**src/rtl/coin_payout_unit.sv**
```systemverilog
// Coin payout stage: accumulates change/refund requests into an owed amount and
// pays it out greedily (3, 2, 1) over non-empty hoppers, one acknowledged coin at a time.
module coin_payout_unit #(
  parameter int ACK_TIMEOUT = 16,
  parameter int OWED_W      = 6
) (
  input  logic              clk,
  input  logic              reset,
  input  logic [3:0]        change,
  input  logic [3:0]        refund,
  input  logic [2:0]        hopper_empty,
  input  logic              hopper_ack,
  input  logic              fault_clr,
  output logic [1:0]        coin_out,
  output logic              coin_valid,
  output logic              busy,
  output logic              payout_done,
  output logic              fault,
  output logic              overflow,
  output logic [OWED_W-1:0] owed
);

  typedef enum logic [2:0] {
    ST_IDLE     = 3'd0,
    ST_SELECT   = 3'd1,
    ST_WAIT_ACK = 3'd2,
    ST_DONE     = 3'd3,
    ST_FAULT    = 3'd4
  } state_t;

  localparam int CNT_W = $clog2(ACK_TIMEOUT + 1);
  localparam logic [CNT_W-1:0]  CNT_ZERO = {CNT_W{1'b0}};
  localparam logic [CNT_W-1:0]  CNT_ONE  = {{(CNT_W-1){1'b0}}, 1'b1};
  localparam logic [CNT_W-1:0]  CNT_LAST = CNT_W'(ACK_TIMEOUT - 1);
  localparam logic [OWED_W-1:0] AMT_0    = {OWED_W{1'b0}};
  localparam logic [OWED_W-1:0] AMT_1    = {{(OWED_W-1){1'b0}}, 1'b1};
  localparam logic [OWED_W-1:0] AMT_2    = {{(OWED_W-2){1'b0}}, 2'd2};
  localparam logic [OWED_W-1:0] AMT_3    = {{(OWED_W-2){1'b0}}, 2'd3};
  localparam logic [OWED_W-1:0] AMT_FULL = {OWED_W{1'b1}};
  localparam logic [OWED_W:0]   OWED_MAX = {1'b0, AMT_FULL};

  // The coin code equals the denomination value, so the chosen code doubles as d.
  function automatic logic [1:0] pick_coin(input logic [OWED_W-1:0] amt,
                                           input logic [2:0]        empty);
    logic [1:0] code;
    if ((amt >= AMT_3) && !empty[2]) begin
      code = 2'b11;
    end else if ((amt >= AMT_2) && !empty[1]) begin
      code = 2'b10;
    end else if ((amt >= AMT_1) && !empty[0]) begin
      code = 2'b01;
    end else begin
      code = 2'b00;
    end
    return code;
  endfunction

  state_t             state_r, state_s;
  logic [OWED_W-1:0]  owed_r, owed_s;
  logic [1:0]         coin_out_r, coin_out_s;
  logic               coin_valid_r, coin_valid_s;
  logic [CNT_W-1:0]   cnt_r, cnt_s;
  logic               busy_r, done_r, fault_r, overflow_r, overflow_s;
  logic [4:0]         req_sum_s;
  logic               req_s;
  logic               sat_s;
  logic [1:0]         coin_s;
  logic [OWED_W:0]    base_s, total_s;

  // Owed accumulator: subtract the acknowledged coin, add any request, saturate.
  always_comb begin
    req_sum_s = {1'b0, change} + {1'b0, refund};
    req_s     = (req_sum_s != 5'd0);
    coin_s    = pick_coin(owed_r, hopper_empty);
    if ((state_r == ST_WAIT_ACK) && hopper_ack) begin
      base_s = {1'b0, owed_r} - {{(OWED_W-1){1'b0}}, coin_out_r};
    end else begin
      base_s = {1'b0, owed_r};
    end
    total_s = base_s + {{(OWED_W-4){1'b0}}, req_sum_s};
    if (total_s > OWED_MAX) begin
      owed_s = AMT_FULL;
      sat_s  = 1'b1;
    end else begin
      owed_s = total_s[OWED_W-1:0];
      sat_s  = 1'b0;
    end
    overflow_s = overflow_r | sat_s;
  end

  // Next-state and coin handshake decode.
  always_comb begin
    state_s      = state_r;
    coin_out_s   = coin_out_r;
    coin_valid_s = coin_valid_r;
    cnt_s        = cnt_r;
    case (state_r)
      ST_IDLE: begin
        if ((owed_r != AMT_0) || req_s) begin
          state_s = ST_SELECT;
        end else begin
          state_s = ST_IDLE;
        end
      end
      ST_SELECT: begin
        if (owed_r == AMT_0) begin
          state_s = ST_DONE;
        end else if (coin_s == 2'b00) begin
          state_s = ST_FAULT;
        end else begin
          state_s      = ST_WAIT_ACK;
          coin_out_s   = coin_s;
          coin_valid_s = 1'b1;
          cnt_s        = CNT_ZERO;
        end
      end
      ST_WAIT_ACK: begin
        if (hopper_ack) begin
          state_s      = ST_SELECT;
          coin_out_s   = 2'b00;
          coin_valid_s = 1'b0;
        end else if (cnt_r == CNT_LAST) begin
          // Counter reaches ACK_TIMEOUT on this edge; owed is left untouched.
          state_s      = ST_FAULT;
          coin_out_s   = 2'b00;
          coin_valid_s = 1'b0;
          cnt_s        = cnt_r + CNT_ONE;
        end else begin
          state_s = ST_WAIT_ACK;
          cnt_s   = cnt_r + CNT_ONE;
        end
      end
      ST_DONE: begin
        state_s = ST_IDLE;
      end
      ST_FAULT: begin
        if (fault_clr) begin
          state_s = ST_SELECT;
        end else begin
          state_s = ST_FAULT;
        end
      end
      default: begin
        state_s      = ST_IDLE;
        coin_out_s   = 2'b00;
        coin_valid_s = 1'b0;
        cnt_s        = CNT_ZERO;
      end
    endcase
  end

  // State and registered outputs; status flags follow the state being entered.
  always_ff @(posedge clk) begin
    if (reset) begin
      state_r      <= ST_IDLE;
      owed_r       <= AMT_0;
      coin_out_r   <= 2'b00;
      coin_valid_r <= 1'b0;
      cnt_r        <= CNT_ZERO;
      busy_r       <= 1'b0;
      done_r       <= 1'b0;
      fault_r      <= 1'b0;
      overflow_r   <= 1'b0;
    end else begin
      state_r      <= state_s;
      owed_r       <= owed_s;
      coin_out_r   <= coin_out_s;
      coin_valid_r <= coin_valid_s;
      cnt_r        <= cnt_s;
      busy_r       <= (state_s != ST_IDLE);
      done_r       <= (state_s == ST_DONE);
      fault_r      <= (state_s == ST_FAULT);
      overflow_r   <= overflow_s;
    end
  end

  assign coin_out    = coin_out_r;
  assign coin_valid  = coin_valid_r;
  assign busy        = busy_r;
  assign payout_done = done_r;
  assign fault       = fault_r;
  assign overflow    = overflow_r;
  assign owed        = owed_r;

endmodule

```
**config.mk**
```make
export PLATFORM = sky130hd
export DESIGN_NAME = coin_payout_unit
export DESIGN_NICKNAME = d
export VERILOG_FILES = /design/src/rtl/coin_payout_unit.sv
export SDC_FILE = /design/constraint.sdc
export NUM_CORES = 1
export LEC_CHECK = 0
export ABC_CLOCK_PERIOD_IN_PS = 3220
export CAP_MARGIN = 20
export CORE_MARGIN = 2
export CORE_UTILIZATION = 31
export DETAILED_ROUTE_END_ITERATION = 6
export MAX_ROUTING_LAYER = met4
export SYNTH_ARGS = -nofsm -noshare
export SYNTH_HDL_FRONTEND = slang
export SYNTH_SLANG_ARGS = --single-unit
```
**constraint.sdc**
```tcl
create_clock -name clk -period 3.22 [get_ports clk]
set_input_delay 0.644 -clock clk [delete_from_list [all_inputs] [get_ports clk]]
set_output_delay 0.644 -clock clk [all_outputs]
set_load 0.01 [all_outputs]
```
== Yosys cells after proc, flatten, opt, wreduce, memory -nomap -nowiden ==
Cells that the tools add are included.
Cells by class
  $add $sub $neg: 4
  magnitude comparators: 4
  eq/ne operators: 11
  multiplexer cells: 27
  bitwise logic cells: 2
  reductions and logical operators: 17
Operator list (number)
  2-to-1 mux 3 bit: 5
  2-to-1 mux 5 bit: 3
  case mux 5 bit (3 select lines): 1
  greater-or-equal comparator 6 x 2 -> 1 bit (second input constant): 2
  2-to-1 mux 2 bit: 6
  case mux 3 bit (4 select lines): 1
  == test 3 x 2 -> 1 bit (second input constant): 3
  AND reduction 4 bit: 2
  adder 7 x 5 -> 7 bit: 1
  > comparator 7 x 6 -> 1 bit (second input constant): 1
  2-to-1 mux 1 bit: 7
  2-to-1 mux 7 bit: 1
  subtractor 6 x 2 -> 7 bit: 1
  == test 3 bit (second input constant): 2
  greater-or-equal comparator 6 x 1 -> 1 bit (second input constant): 1
  zero test 6 bit: 1
  2-to-1 mux 6 bit: 1
  != test 2 bit (second input constant): 3
  case mux 2 bit (3 select lines): 1
  nonzero test 6 bit: 1
  adder 4 x 4 -> 5 bit: 1
  adder 5 x 1 -> 5 bit (second input constant): 1
  == test 5 x 4 -> 1 bit (second input constant): 1
  nonzero test 5 bit: 1
  12 further kinds: 17
Word-level totals
  register bits after elaboration: 21
  logic and storage cells: 74

== Depth between registers and ports, before layout ==
Gate-level depths: netlist of the first run.
  word-level depth: 10
  mapped depth: 14

== Worst setup path before layout of the first run ==
No wires, ideal clock.
  path type: reg-to-reg
  start point: register owed_r[0] (netlist: owed[0])
  end point: register overflow_r (netlist: overflow)
  library setup time: 0.134 ns
  data arrival time: 2.599 ns
  data required time: 3.086 ns
  path slack: 0.487 ns
  cell stages (with the launch flop): 14
  clock period less this slack: 2.733 ns
  cell sequence: dfxtp_1 -> inv_1 -> ha_1 -> inv_1 -> fa_1 -> mux2_2 -> inv_1 -> fa_1 -> nand2b_1 -> a21oi_1 -> a21oi_1 -> nor2_1 -> xnor2_1 -> a21oi_1
Between the ends
  longest elaborated chain between the ends: 6
RTL lines
  from (decl): RTL line 59  | logic [OWED_W-1:0] owed_r, owed_s;
  from (signal assigned): RTL line 166  | owed_r <= owed_s;
  subtractor 6 x 2 -> 7 bit: RTL line 76  | base_s = {1'b0, owed_r} - {{(OWED_W-1){1'b0}}, coin_out_r};
  2-to-1 mux 7 bit *: RTL line 75  | if ((state_r == ST_WAIT_ACK) && hopper_ack) begin
  adder 7 x 5 -> 7 bit *: RTL line 80  | total_s = base_s + {{(OWED_W-4){1'b0}}, req_sum_s};
  > comparator 7 x 6 -> 1 bit *: RTL line 81  | if (total_s > OWED_MAX) begin
  2-to-1 mux 1 bit *: RTL line 81
  bitwise OR 1 bit *: RTL line 88  | overflow_s = overflow_r | sat_s;
  to (signal assigned): RTL line 173  | overflow_r <= overflow_s;
  to (decl): RTL line 63  | logic busy_r, done_r, fault_r, overflow_r, overflow_s;
Mark *: on every way between the ends. The rest lies on a longest branch, timed or not.
A chain may end at the register's enable or synchronous reset.

== Worst setup path after layout of the first run ==
  start point: input hopper_ack
  end point: register owed_r[5] (netlist: owed[5])
Between the ends
  longest elaborated chain between the ends: 5
RTL lines
  from (decl): RTL line 12  | input logic hopper_ack,
  logical AND 1 bit *: RTL line 75
  2-to-1 mux 7 bit *: RTL line 75
  adder 7 x 5 -> 7 bit *: RTL line 80
  > comparator 7 x 6 -> 1 bit: RTL line 81
  2-to-1 mux 6 bit *: RTL line 81
Marked as above.

==> summary.txt, run 1 <==
Setup path
  • Crit path launch type: input pin
  • Worst setup path class: in2reg
  • Critical Path Slowest Stage Cell: clkdlybuf4s50_1
  • Worst Path Buf+Inv: 4
  • Critical path required time: 3.35 ns
  • Worst Setup End Kind: flop
  • FF-to-FF path depth: 12
  • R2r setup slk: 0.37 ns
  • R2r startpoint: owed[0]$_SDFF_PP0_
  • Reg2Reg Capture Point: owed[5]$_SDFF_PP0_
  • CP Data Arrival Time: 3.09 ns
  • CP Cell Sequence: clkdlybuf4s50_1 > nand4bb_1 > buf_4 > buf_4 > nor2_1 > xor2_1 > ha_1 > buf_4 > nor2_1 > nor2_1 > a21o_1 > a21oi_1 > xnor2_1 > a21oi_1
  • Delay of the slowest critical-path stage: 0.49 ns
  • Max FO, Critical Path: 4
  • Critical path's top delay family: buffers and inverters

STA
  • Pins Over Slew Limit: 0
  • Fmax: 337.9 MHz
  • Fin Setup TNS: 0 ns
  • Fin crit share: 91.90%
  • Clk_skew: 0.01208 ns
  • Slew @ Worst Pin: 0.3786 ns
  • Worst rel slew slack: 74.68%
  • Final hold violation count: 0
  • Min Clock Period, post-route: 2.959 ns
  • Final setup violation count: 0
  • RSZ-0062 raised after global routing: false
  • Setup WS post-layout: 0.2608 ns

Yosys
  • FF+latch count, synth: 21
  • Synthesized cell area: 0.001471 mm^2
  • Most common flop cell mapped by yosys: dfxtp_1
  • Syn_nets: 213
  • Sequential fraction of the synthesis area: 28.57%
  • EDFF count, synth: 0
  • Warnings from Yosys: 0
  • Cells after synthesis: 181
  • Avg Cell Area, Syn: 8.129 um^2
  • Asr flop ratio synth: 0%
  • Distinct cells, synth: 43

Layout
  • Reg area: 420.4 um^2
  • Final Util: 41.42%
  • Most frequent cells in the layout: clkdlybuf4s50_1 (27), dfxtp_1 (21), nor2_1 (19), a21oi_1 (19), inv_1 (16)
  • Multi-input logic area: 975.9 um^2
  • Area grow syn2layout: 31.21%
  • Layout cells sized above 1: 11.98%
  • FILL cells: 455
  • Fin nets: 250
  • Leading cell type in the layout, fill and taps excluded: clkdlybuf4s50_1
  • # diodes: 0

Detailed routing
  • Total wire length: 3200 um
  • Detailed-route DRC error count: 0
  • First-pass iteration count of the detailed router: 4
  • First DRT Iteration DRCs: 66
  • Average wire per standard cell: 11.81 um
  • DRT antenna net count: 0
  • Vias after detailed routing: 1311
  • Vias/cell: 4.838

Die
  • Die H: 72.90 um
  • Die Width: 72.90 um
  • Initial Utilization: 31.57%
  • Core box area: 0.004661 mm^2
  • Top-level port count: 28
  • Die ar.: 0.005314 mm^2
  • Placement row count: 25

Power and ir drop
  • Total power: 1458 uW
  • Pleak: 0.0007828 uW
  • Worst VDD drop: 320.3 uV
  • Power per cell area: 755.2 mW/mm^2

Hold path
  • Hold Path Stages: 2
  • Type of the worst min-delay path: reg2reg
  • Hold_sp: cnt_r[4]$_SDFFE_PP0P_
  • Hold Path End: cnt_r[4]$_SDFFE_PP0P_

Job
  • Max cap viols: 0

Place
  • GPL Wtd Cong: 0.7831
  • IO Port Bufs: 27
  • Pre-CTS WS: -0.1267 ns
  • Post-DP HPWL: 2499 um

Global route
  • Total Routing Usage GR: 13.19%
  • First-pass GRT wire length: 5471 um
  • Initial antenna violation count: 0
  • GRT overflow: 0
  • Vias in the first global route: 1293
  • Largest net degree at the start of global routing: 13

Clock tree
  • Worst-path clk slew: 0.09 ns
  • Worst-Skew Late Latency: 0.26 ns
  • Maximum root-to-sink buffer count: 2
  • Number of CTS-inserted buffers: 3
  • PostCTS Resize Cnt: 0
  • # H-tree levels: 1
  • CTS Hold Bufs: 0
  • Post-CTS setup buffers: 0
  • Clk sink count: 21
  • CTS tree: built
  • CTS root buf: clkbuf_8

Status
  • Status: finished clean
[area by class of cell]
| cell class | count | share of cell area [%] |
|---|---|---|
| multi-input cells | 137 | 50.55 |
| flip-flops and latches | 21 | 21.78 |
| repair buffers | 39 | 18.66 |
| well taps | 54 | 3.500 |
| inverters | 16 | 3.111 |
| clock buffers | 3 | 2.139 |
| clock inverters | 1 | 0.2592 |
[metal layers]
metal  share of wire [%]  GRT usage [%]  vias up
li1                    -              -      702
met1                  52          17.78      582
met2                  44          20.30       27
met3                 3.9          2.210        0
met4                   0          3.909        0
met5                   0              -        -
[Yosys cell counts, drive strengths merged, types with 3 or more instances]
cell type,number,area (um^2)
xnor2,6,52.55
inv,16,60.06
a21oi,20,100.1
nand2,8,30.03
nor2,21,81.33
ha,14,175.2
or3,5,36.28
nor2b,3,18.77
fa,3,60.06
o21ai,10,50.05
clkbuf,5,18.77
xor2,5,43.79
nor3,3,15.01
dfxtp,21,420.4
nand2b,5,31.28
[cell families (layout without fill, tap and decap cells)]
logic type / after synthesis / count (layout) / share of synthesized area [%]
simple gates: 62 / 62 / 22.79
compound gates: 45 / 45 / 18.62
buf+inv: 23 / 59 / 6.038
flops: 21 / 21 / 28.57
fa+ha+maj: 17 / 17 / 15.99
xor+xnor: 11 / 11 / 6.547
mux: 2 / 2 / 1.446
[state kept, by name, indices dropped and copies added, names as in the netlist]
register	count
owed	6
overflow	1
busy	1
state_r	3
fault	1
cnt_r	5
coin_out	2
coin_valid	1
payout_done	1
[worst reg2reg max path: cells and delay by family (launching register included)]
| kind | cells | cell delay (ns) |
|---|---|---|
| adder cells (fa/ha/maj) | 3 | 0.90 |
| AO/OA/AOI/OAI | 4 | 0.68 |
| flip-flops | 1 | 0.48 |
| multiplexers | 1 | 0.29 |
| buffers and inverters | 2 | 0.16 |
| XOR/XNOR | 1 | 0.13 |
| AND/OR/NAND/NOR | 1 | 0.10 |
[where the power goes]
| group | switching [uW] | internal, uW | leakage [uW] |
|---|---|---|---|
| Clock | 89.0 | 86.2 | 0.0000255 |
| Combinational | 423 | 449 | 0.000585 |
| Sequential | 77.1 | 333 | 0.000172 |
| Total | 590 | 868 | 0.000783 |
[worst max path at each step]
stage | from | to | slack, ns | cells past startpoint
floorplan | hopper_ack | overflow$_SDFF_PP0_ | 0.49 | 13
global placement | change[0] | owed[0]$_SDFF_PP0_ | -0.09 | 12
detailed placement | change[0] | owed[5]$_SDFF_PP0_ | -0.13 | 12
CTS | change[0] | owed[5]$_SDFF_PP0_ | 0.14 | 12
global route | hopper_ack | owed[5]$_SDFF_PP0_ | 0.05 | 14
finish | hopper_ack | owed[5]$_SDFF_PP0_ | 0.26 | 14
[per-stage QoR]
step / std cells / instance area, um^2 / hold slack [ns]
CTS: 271 / 1917 / 0.4814
global route: 271 / 1931 / 0.5152
floorplan: 181 / 1471 / 0.4538
finish: 271 / 1931 / 0.4785
detailed placement: 267 / 1871 / 0.4693
global placement: 267 / 1871 / 0.4675
Note: power is estimated with default switching activity, not from simulation.
==> inputs of run 2 (changes only) <==
--- a/config.mk
+++ b/config.mk
@@ -5,11 +5,12 @@
 export SDC_FILE = /design/constraint.sdc
 export NUM_CORES = 1
 export LEC_CHECK = 0
-export ABC_CLOCK_PERIOD_IN_PS = 3220
+export ABC_CLOCK_PERIOD_IN_PS = 3800
 export CAP_MARGIN = 20
 export CORE_MARGIN = 2
 export CORE_UTILIZATION = 31
 export DETAILED_ROUTE_END_ITERATION = 6
+export HOLD_SLACK_MARGIN = 0.03
 export MAX_ROUTING_LAYER = met4
 export SYNTH_ARGS = -nofsm -noshare
 export SYNTH_HDL_FRONTEND = slang
==> constraint.sdc (replaced) <==
create_clock -name clk -period 3.8 [get_ports clk]
set_input_delay 0.76 -clock clk [delete_from_list [all_inputs] [get_ports clk]]
set_output_delay 0.76 -clock clk [all_outputs]
set_load 0.01 [all_outputs]
==> summary.txt, run 2 (synthesized netlist as in run 1, its figures left out) <==
Setup path
  • Max FO, Critical Path: 9 (+5)
  • CP startpoint: hopper_ack
  • Worst setup path class: in2reg
  • CP Data Arrival Time: 3.48 ns (+0.39 ns)
  • Crit path launch type: input pin
  • R2r setup slk: 0.83 ns (+0.46 ns)
  • R2r startpoint: owed[0]$_SDFF_PP0_
  • FF-to-FF path depth: 13 (+1)
  • Reg2Reg Capture Point: owed[1]$_SDFF_PP0_
  • Worst Setup End Kind: flop
  • Critical path required time: 3.91 ns (+0.56 ns)
  • Crit path to: owed[1]$_SDFF_PP0_

Status
  • Status: finished clean

Place
  • Post-DP HPWL: 2438 um (-2.4%)
  • GPL Wtd Cong: 0.8234 (+5.1%)
  • IO Port Bufs: 27 (unchanged)
  • DP Cell Count: 256 (-4.1%)

STA
  • Final setup violation count: 0 (unchanged)
  • Final hold violation count: 0 (unchanged)
  • Worst rel slew slack: 48.45% (-26 points)
  • RSZ-0062 raised after global routing: false
  • Slew @ Worst Pin: 0.7709 ns (+0.3923 ns)
  • Min Clock Period, post-route: 3.370 ns
  • Fmax: 296.8 MHz
  • Fin crit share: 88.67%
  • Worst hold margin: 0.4771 ns (-0.001420 ns)
  • Clk_skew: 0.005232 ns (-0.006852 ns)
  • Fin Setup TNS: 0 ns (unchanged)
  • Pins Over Slew Limit: 0 (unchanged)

Power and ir drop
  • Worst VDD drop: 237.9 uV (-26%)
  • Pleak: 0.0007297 uW (-6.8%)
  • Power per cell area: 630.0 mW/mm^2 (-17%)
  • Total power: 1156 uW (-21%)

Layout
  • Multi-input logic area: 962.2 um^2 (-1.4%)
  • Largest register FFs: 6 (unchanged)
  • Leading cell type in the layout, fill and taps excluded: clkdlybuf4s50_1
  • Most frequent cells in the layout: clkdlybuf4s50_1 (27), dfxtp_1 (21), nor2_1 (20), a21oi_1 (20), inv_1 (16)
  • Area grow syn2layout: 24.66%
  • Fin nets: 239 (-4.4%)
  • Reg area: 420.4 um^2 (unchanged)
  • Layout cells sized above 1: 5.825% (-6.2 points)
  • # diodes: 0 (unchanged)
  • Final cell count without fillers: 260 (-4.1%)
  • FILL cells: 478 (+5.1%)

Detailed routing
  • First DRT Iteration DRCs: 60 (-9.1%)
  • Vias after detailed routing: 1290 (-1.6%)
  • Total wire length: 3138 um (-1.9%)
  • DRT antenna net count: 0 (unchanged)
  • Vias/cell: 4.962 (+2.6%)
  • First-pass iteration count of the detailed router: 4 (unchanged)
  • Average wire per standard cell: 12.07 um (+2.2%)
  • Detailed-route DRC error count: 0 (unchanged)

Hold path
  • Type of the worst min-delay path: reg2reg

Clock tree
  • Clk sink count: 21 (unchanged)
  • Worst-Skew Late Latency: 0.26 ns (about the same)
  • Number of CTS-inserted buffers: 3 (unchanged)
  • Worst-path clk slew: 0.08 ns (about the same)
  • # H-tree levels: 1 (unchanged)
  • Post-CTS setup buffers: 0 (unchanged)
  • CTS Hold Bufs: 0 (unchanged)
  • CTS root buf: clkbuf_8
  • CTS tree: built
  • PostCTS Resize Cnt: 0 (unchanged)
  • Maximum root-to-sink buffer count: 2 (unchanged)

Die
  • Placement row count: 25 (unchanged)
  • Die H: 72.90 um (unchanged)
  • Top-level port count: 28 (unchanged)
  • Core box area: 0.004661 mm^2 (unchanged)
  • Die ar.: 0.005314 mm^2 (unchanged)
  • Initial Utilization: 31.57% (unchanged)
  • Die Width: 72.90 um (unchanged)

Global route
  • Largest net degree at the start of global routing: 23 (+10)
  • GRT overflow: 0 (unchanged)
  • Initial antenna violation count: 0 (unchanged)
  • First-pass GRT wire length: 5209 um (-4.8%)
  • Vias in the first global route: 1169 (-9.6%)
  • Total Routing Usage GR: 12.83% (-0.36 points)

Job
  • Max cap viols: 0 (unchanged)
[run 2: metrics by stage]
step | utilization (%) | cell area (um^2) | setup WS [ns]
after floorplan | - | 1471 | 0.9506
after global placement | 38.36 | 1788 | 0.2138
after detailed placement | 38.36 | 1788 | 0.1576
after CTS | 39.36 | 1834 | 0.4352
after global routing | 39.36 | 1834 | 0.1130
final | 39.36 | 1834 | 0.4304
[run 2: routing by layer]
metal  share of wire (%)  vias up  track usage (%)
met1                  50      569            17.26
li1                    -      681                -
met3                 4.1        8            2.762
met5                   0        -                -
met2                  44       32            19.09
met4                 1.9        0            4.321
[run 2: layout make-up]
cell class                 instances  share of cell area (%)
sequential                        21                   22.92
inverter                          16                   3.274
tap                               54                   3.683
multi-input combinational        137                   52.46
clock buffer                       3                   2.251
timing repair buffer              28                   15.14
clock inverter                     1                  0.2729
[run 2: worst max-delay path, stage by stage]
cell and delay, ns:
clkdlybuf4s50_1 0.48, nand4bb_1 0.30, o21ai_0 0.28, ha_1 0.20
inv_1 0.06, fa_1 0.41, nand2b_1 0.15, a21oi_1 0.19
a21oi_1 0.10, nor2_1 0.13, xnor2_1 0.27, a21oi_1 0.14
[run 2: power breakdown]
group | leakage, uW | total (uW) | switching, uW | internal (uW)
logic | 0.000532 | 643 | 323 | 320
clock network | 0.0000255 | 149 | 75.8 | 73.1
registers | 0.000172 | 364 | 81.2 | 282
[run 2: how the worst min path moves through the flow]
stage | endpoint | start | slack, ns | cells after the start
6_report | overflow$_SDFF_PP0_ | overflow$_SDFF_PP0_ | 0.48 | 2
5_1_grt | cnt_r[4]$_SDFFE_PP0P_ | cnt_r[4]$_SDFFE_PP0P_ | 0.51 | 2
4_1_cts | overflow$_SDFF_PP0_ | overflow$_SDFF_PP0_ | 0.49 | 2
3_5_place_dp | overflow$_SDFF_PP0_ | overflow$_SDFF_PP0_ | 0.46 | 2
3_3_place_gp | overflow$_SDFF_PP0_ | overflow$_SDFF_PP0_ | 0.47 | 2
2_1_floorplan | cnt_r[4]$_SDFFE_PP0P_ | cnt_r[4]$_SDFFE_PP0P_ | 0.45 | 2
==> inputs of run 3 (changes only) <==
--- a/config.mk
+++ b/config.mk
@@ -5,7 +5,7 @@
 export SDC_FILE = /design/constraint.sdc
 export NUM_CORES = 1
 export LEC_CHECK = 0
-export ABC_CLOCK_PERIOD_IN_PS = 3800
+export ABC_CLOCK_PERIOD_IN_PS = 4300
 export CAP_MARGIN = 20
 export CORE_MARGIN = 2
 export CORE_UTILIZATION = 31
==> constraint.sdc (replaced) <==
create_clock -name clk -period 4.3 [get_ports clk]
set_input_delay 0.86 -clock clk [delete_from_list [all_inputs] [get_ports clk]]
set_output_delay 0.86 -clock clk [all_outputs]
set_load 0.01 [all_outputs]
==> summary.txt, run 3 (synthesized netlist as in run 1, its figures left out) <==
Power and ir drop
  • Combinational Power Share: 55.5% (-0.2 points)
  • Part of the power in registers: 31.5% (about the same)
  • Clock share of power: 13.0% (about the same)
  • Sw Ratio: 41.27% (-0.27 points)
  • Power per cell area: 555.7 mW/mm^2 (-12%)
  • Worst VDD drop: 227.1 uV (-4.5%)
  • Internal Power: 596.1 uW (-12%)
  • Sw power: 419.0 uW (-13%)
  • Pleak: 0.0007249 uW (-0.66%)

Layout
  • FILL cells: 470 (-1.7%)
  • Largest register FFs: 6 (unchanged)
  • Reg area: 420.4 um^2 (unchanged)
  • Leading cell type in the layout, fill and taps excluded: clkdlybuf4s50_1
  • Final Cell Area: 0.001827 mm^2 (-0.41%)
  • Area grow syn2layout: 24.15%
  • Fin nets: 238 (-0.42%)
  • Most frequent cells in the layout: clkdlybuf4s50_1 (27), dfxtp_1 (21), nor2_1 (20), a21oi_1 (20), inv_1 (16)
  • Layout cells sized above 1: 5.366% (-0.46 points)
  • Multi-input logic area: 962.2 um^2 (unchanged)
  • # diodes: 0 (unchanged)

Detailed routing
  • First DRT Iteration DRCs: 52 (-13%)
  • Vias after detailed routing: 1287 (-0.23%)
  • First-pass iteration count of the detailed router: 4 (unchanged)
  • Total wire length: 3076 um (-2.0%)
  • Detailed-route DRC error count: 0 (unchanged)
  • DRT antenna net count: 0 (unchanged)
  • Average wire per standard cell: 11.88 um (-1.6%)
  • Vias/cell: 4.969 (+0.15%)

Clock tree
  • # H-tree levels: 1 (unchanged)
  • Post-CTS setup buffers: 0 (unchanged)
  • Number of CTS-inserted buffers: 3 (unchanged)
  • Clk sink count: 21 (unchanged)
  • CTS Hold Bufs: 0 (unchanged)
  • Worst-path clk slew: 0.08 ns (about the same)
  • Maximum root-to-sink buffer count: 2 (unchanged)
  • CTS root buf: clkbuf_8
  • PostCTS Resize Cnt: 0 (unchanged)
  • CTS tree: built
  • Worst-Skew Late Latency: 0.26 ns (about the same)

STA
  • Pins Over Slew Limit: 0 (unchanged)
  • Fin Setup TNS: 0 ns (unchanged)
  • Slew @ Worst Pin: 0.7346 ns (-0.03632 ns)
  • Final setup violation count: 0 (unchanged)
  • Min Clock Period, post-route: 3.631 ns
  • Worst rel slew slack: 50.88% (+2.4 points)
  • RSZ-0062 raised after global routing: false
  • Fin crit share: 84.43%
  • Final hold violation count: 0 (unchanged)
  • Clk_skew: 0.008785 ns (+0.003553 ns)
  • Fmax: 275.4 MHz

Status
  • Status: finished clean

Setup path
  • Max FO, Critical Path: 9 (unchanged)
  • Critical Path Slowest Stage Cell: clkdlybuf4s50_1
  • Worst path most repeated cell: a21oi_1
  • Worst Setup End Kind: flop
  • Critical path's top delay family: compound AO/OA/AOI/OAI gates
  • CP Cell Sequence: clkdlybuf4s50_1 > nand4bb_1 > o21ai_0 > ha_1 > inv_1 > fa_1 > nand2b_1 > a21oi_1 > a21oi_1 > nor2_1 > xnor2_1 > a21oi_1
  • Worst setup path class: in2reg
  • Crit path launch type: input pin
  • Worst Path Buf+Inv: 2 (unchanged)
  • CP Data Arrival Time: 3.74 ns (+0.26 ns)
  • Delay of the slowest critical-path stage: 0.57 ns (+0.09 ns)
  • Critical path required time: 4.41 ns (+0.50 ns)

Die
  • Die ar.: 0.005314 mm^2 (unchanged)
  • Placement row count: 25 (unchanged)
  • Die H: 72.90 um (unchanged)
  • Die Width: 72.90 um (unchanged)
  • Top-level port count: 28 (unchanged)
  • Core box area: 0.004661 mm^2 (unchanged)
  • Initial Utilization: 31.57% (unchanged)

Place
  • Post-place instance area: 0.001780 mm^2 (-0.42%)
  • IO Port Bufs: 27 (unchanged)
  • GPL Wtd Cong: 0.8395 (+2.0%)
  • Post-DP HPWL: 2453 um (+0.60%)

Global route
  • Initial antenna violation count: 0 (unchanged)
  • Largest net degree at the start of global routing: 23 (unchanged)
  • Vias in the first global route: 1219 (+4.3%)
  • GRT overflow: 0 (unchanged)
  • Total Routing Usage GR: 12.92% (+0.089 points)
  • First-pass GRT wire length: 5395 um (+3.6%)

Job
  • Max cap viols: 0 (unchanged)

Hold path
  • Type of the worst min-delay path: reg2reg
## run 3: cell types whose count changed in the layout (fill, tap and decap cells not counted)
cell	delta
buf_4	-1
## run 3: worst register-to-register path, delay by kind of cell, from the launching register on
kind / cells / cell delay [ns]
fa+ha+maj: 2 / 0.63
simple gates: 3 / 0.73
flops: 1 / 0.43
compound gates: 4 / 0.72
xor+xnor: 1 / 0.27
buf+inv: 1 / 0.07
## run 3: power by group through the flow
stage	Combinational, uW	Clock (uW)	Sequential, uW
2_1_floorplan	388	0	321
3_3_place_gp	573	0	327
3_5_place_dp	565	0	325
4_1_cts	570	133	321
5_1_grt	629	142	333
6_report	563	132	319
## run 3: stage by stage
stage	hold WS, ns	setup slack [ns]	cells	util, %	total power, uW
global route	0.5085	0.3508	259	39.19	1104
global placement	0.4642	0.5134	255	38.20	900.1
finish	0.4781	0.6695	259	39.19	1015
floorplan	0.4538	1.351	181	-	708.8
CTS	0.4768	0.6430	259	39.19	1024
detailed placement	0.4587	0.3843	255	38.20	890.4
## run 3: layout make-up
cell class	instances	share of cell area, %
sequential	21	23.01
tap	54	3.699
multi-input combinational	137	52.67
clock buffer	3	2.260
timing repair buffer	27	14.79
clock inverter	1	0.2740
inverter	16	3.288
## run 3: layer usage
| layer | vias to the layer above | part of all wire (%) | global-route usage [%] |
|---|---|---|---|
| met5 | - | 0 | - |
| met4 | 0 | 0.75 | 3.086 |
| met3 | 2 | 4.6 | 1.934 |
| met2 | 36 | 44 | 19.49 |
| met1 | 573 | 51 | 18.19 |
| li1 | 676 | - | - |
## run 3: worst paths after layout
kind | endpoint | slack (ns) | depth (start not counted) | start
max reg2reg | owed[1]$_SDFF_PP0_ | 1.32 | 11 | state_r[0]$_SDFF_PP0_
min | overflow$_SDFF_PP0_ | 0.48 | 2 | overflow$_SDFF_PP0_
max | owed[1]$_SDFF_PP0_ | 0.67 | 12 | hopper_ack
min reg2reg | overflow$_SDFF_PP0_ | 0.48 | 2 | overflow$_SDFF_PP0_
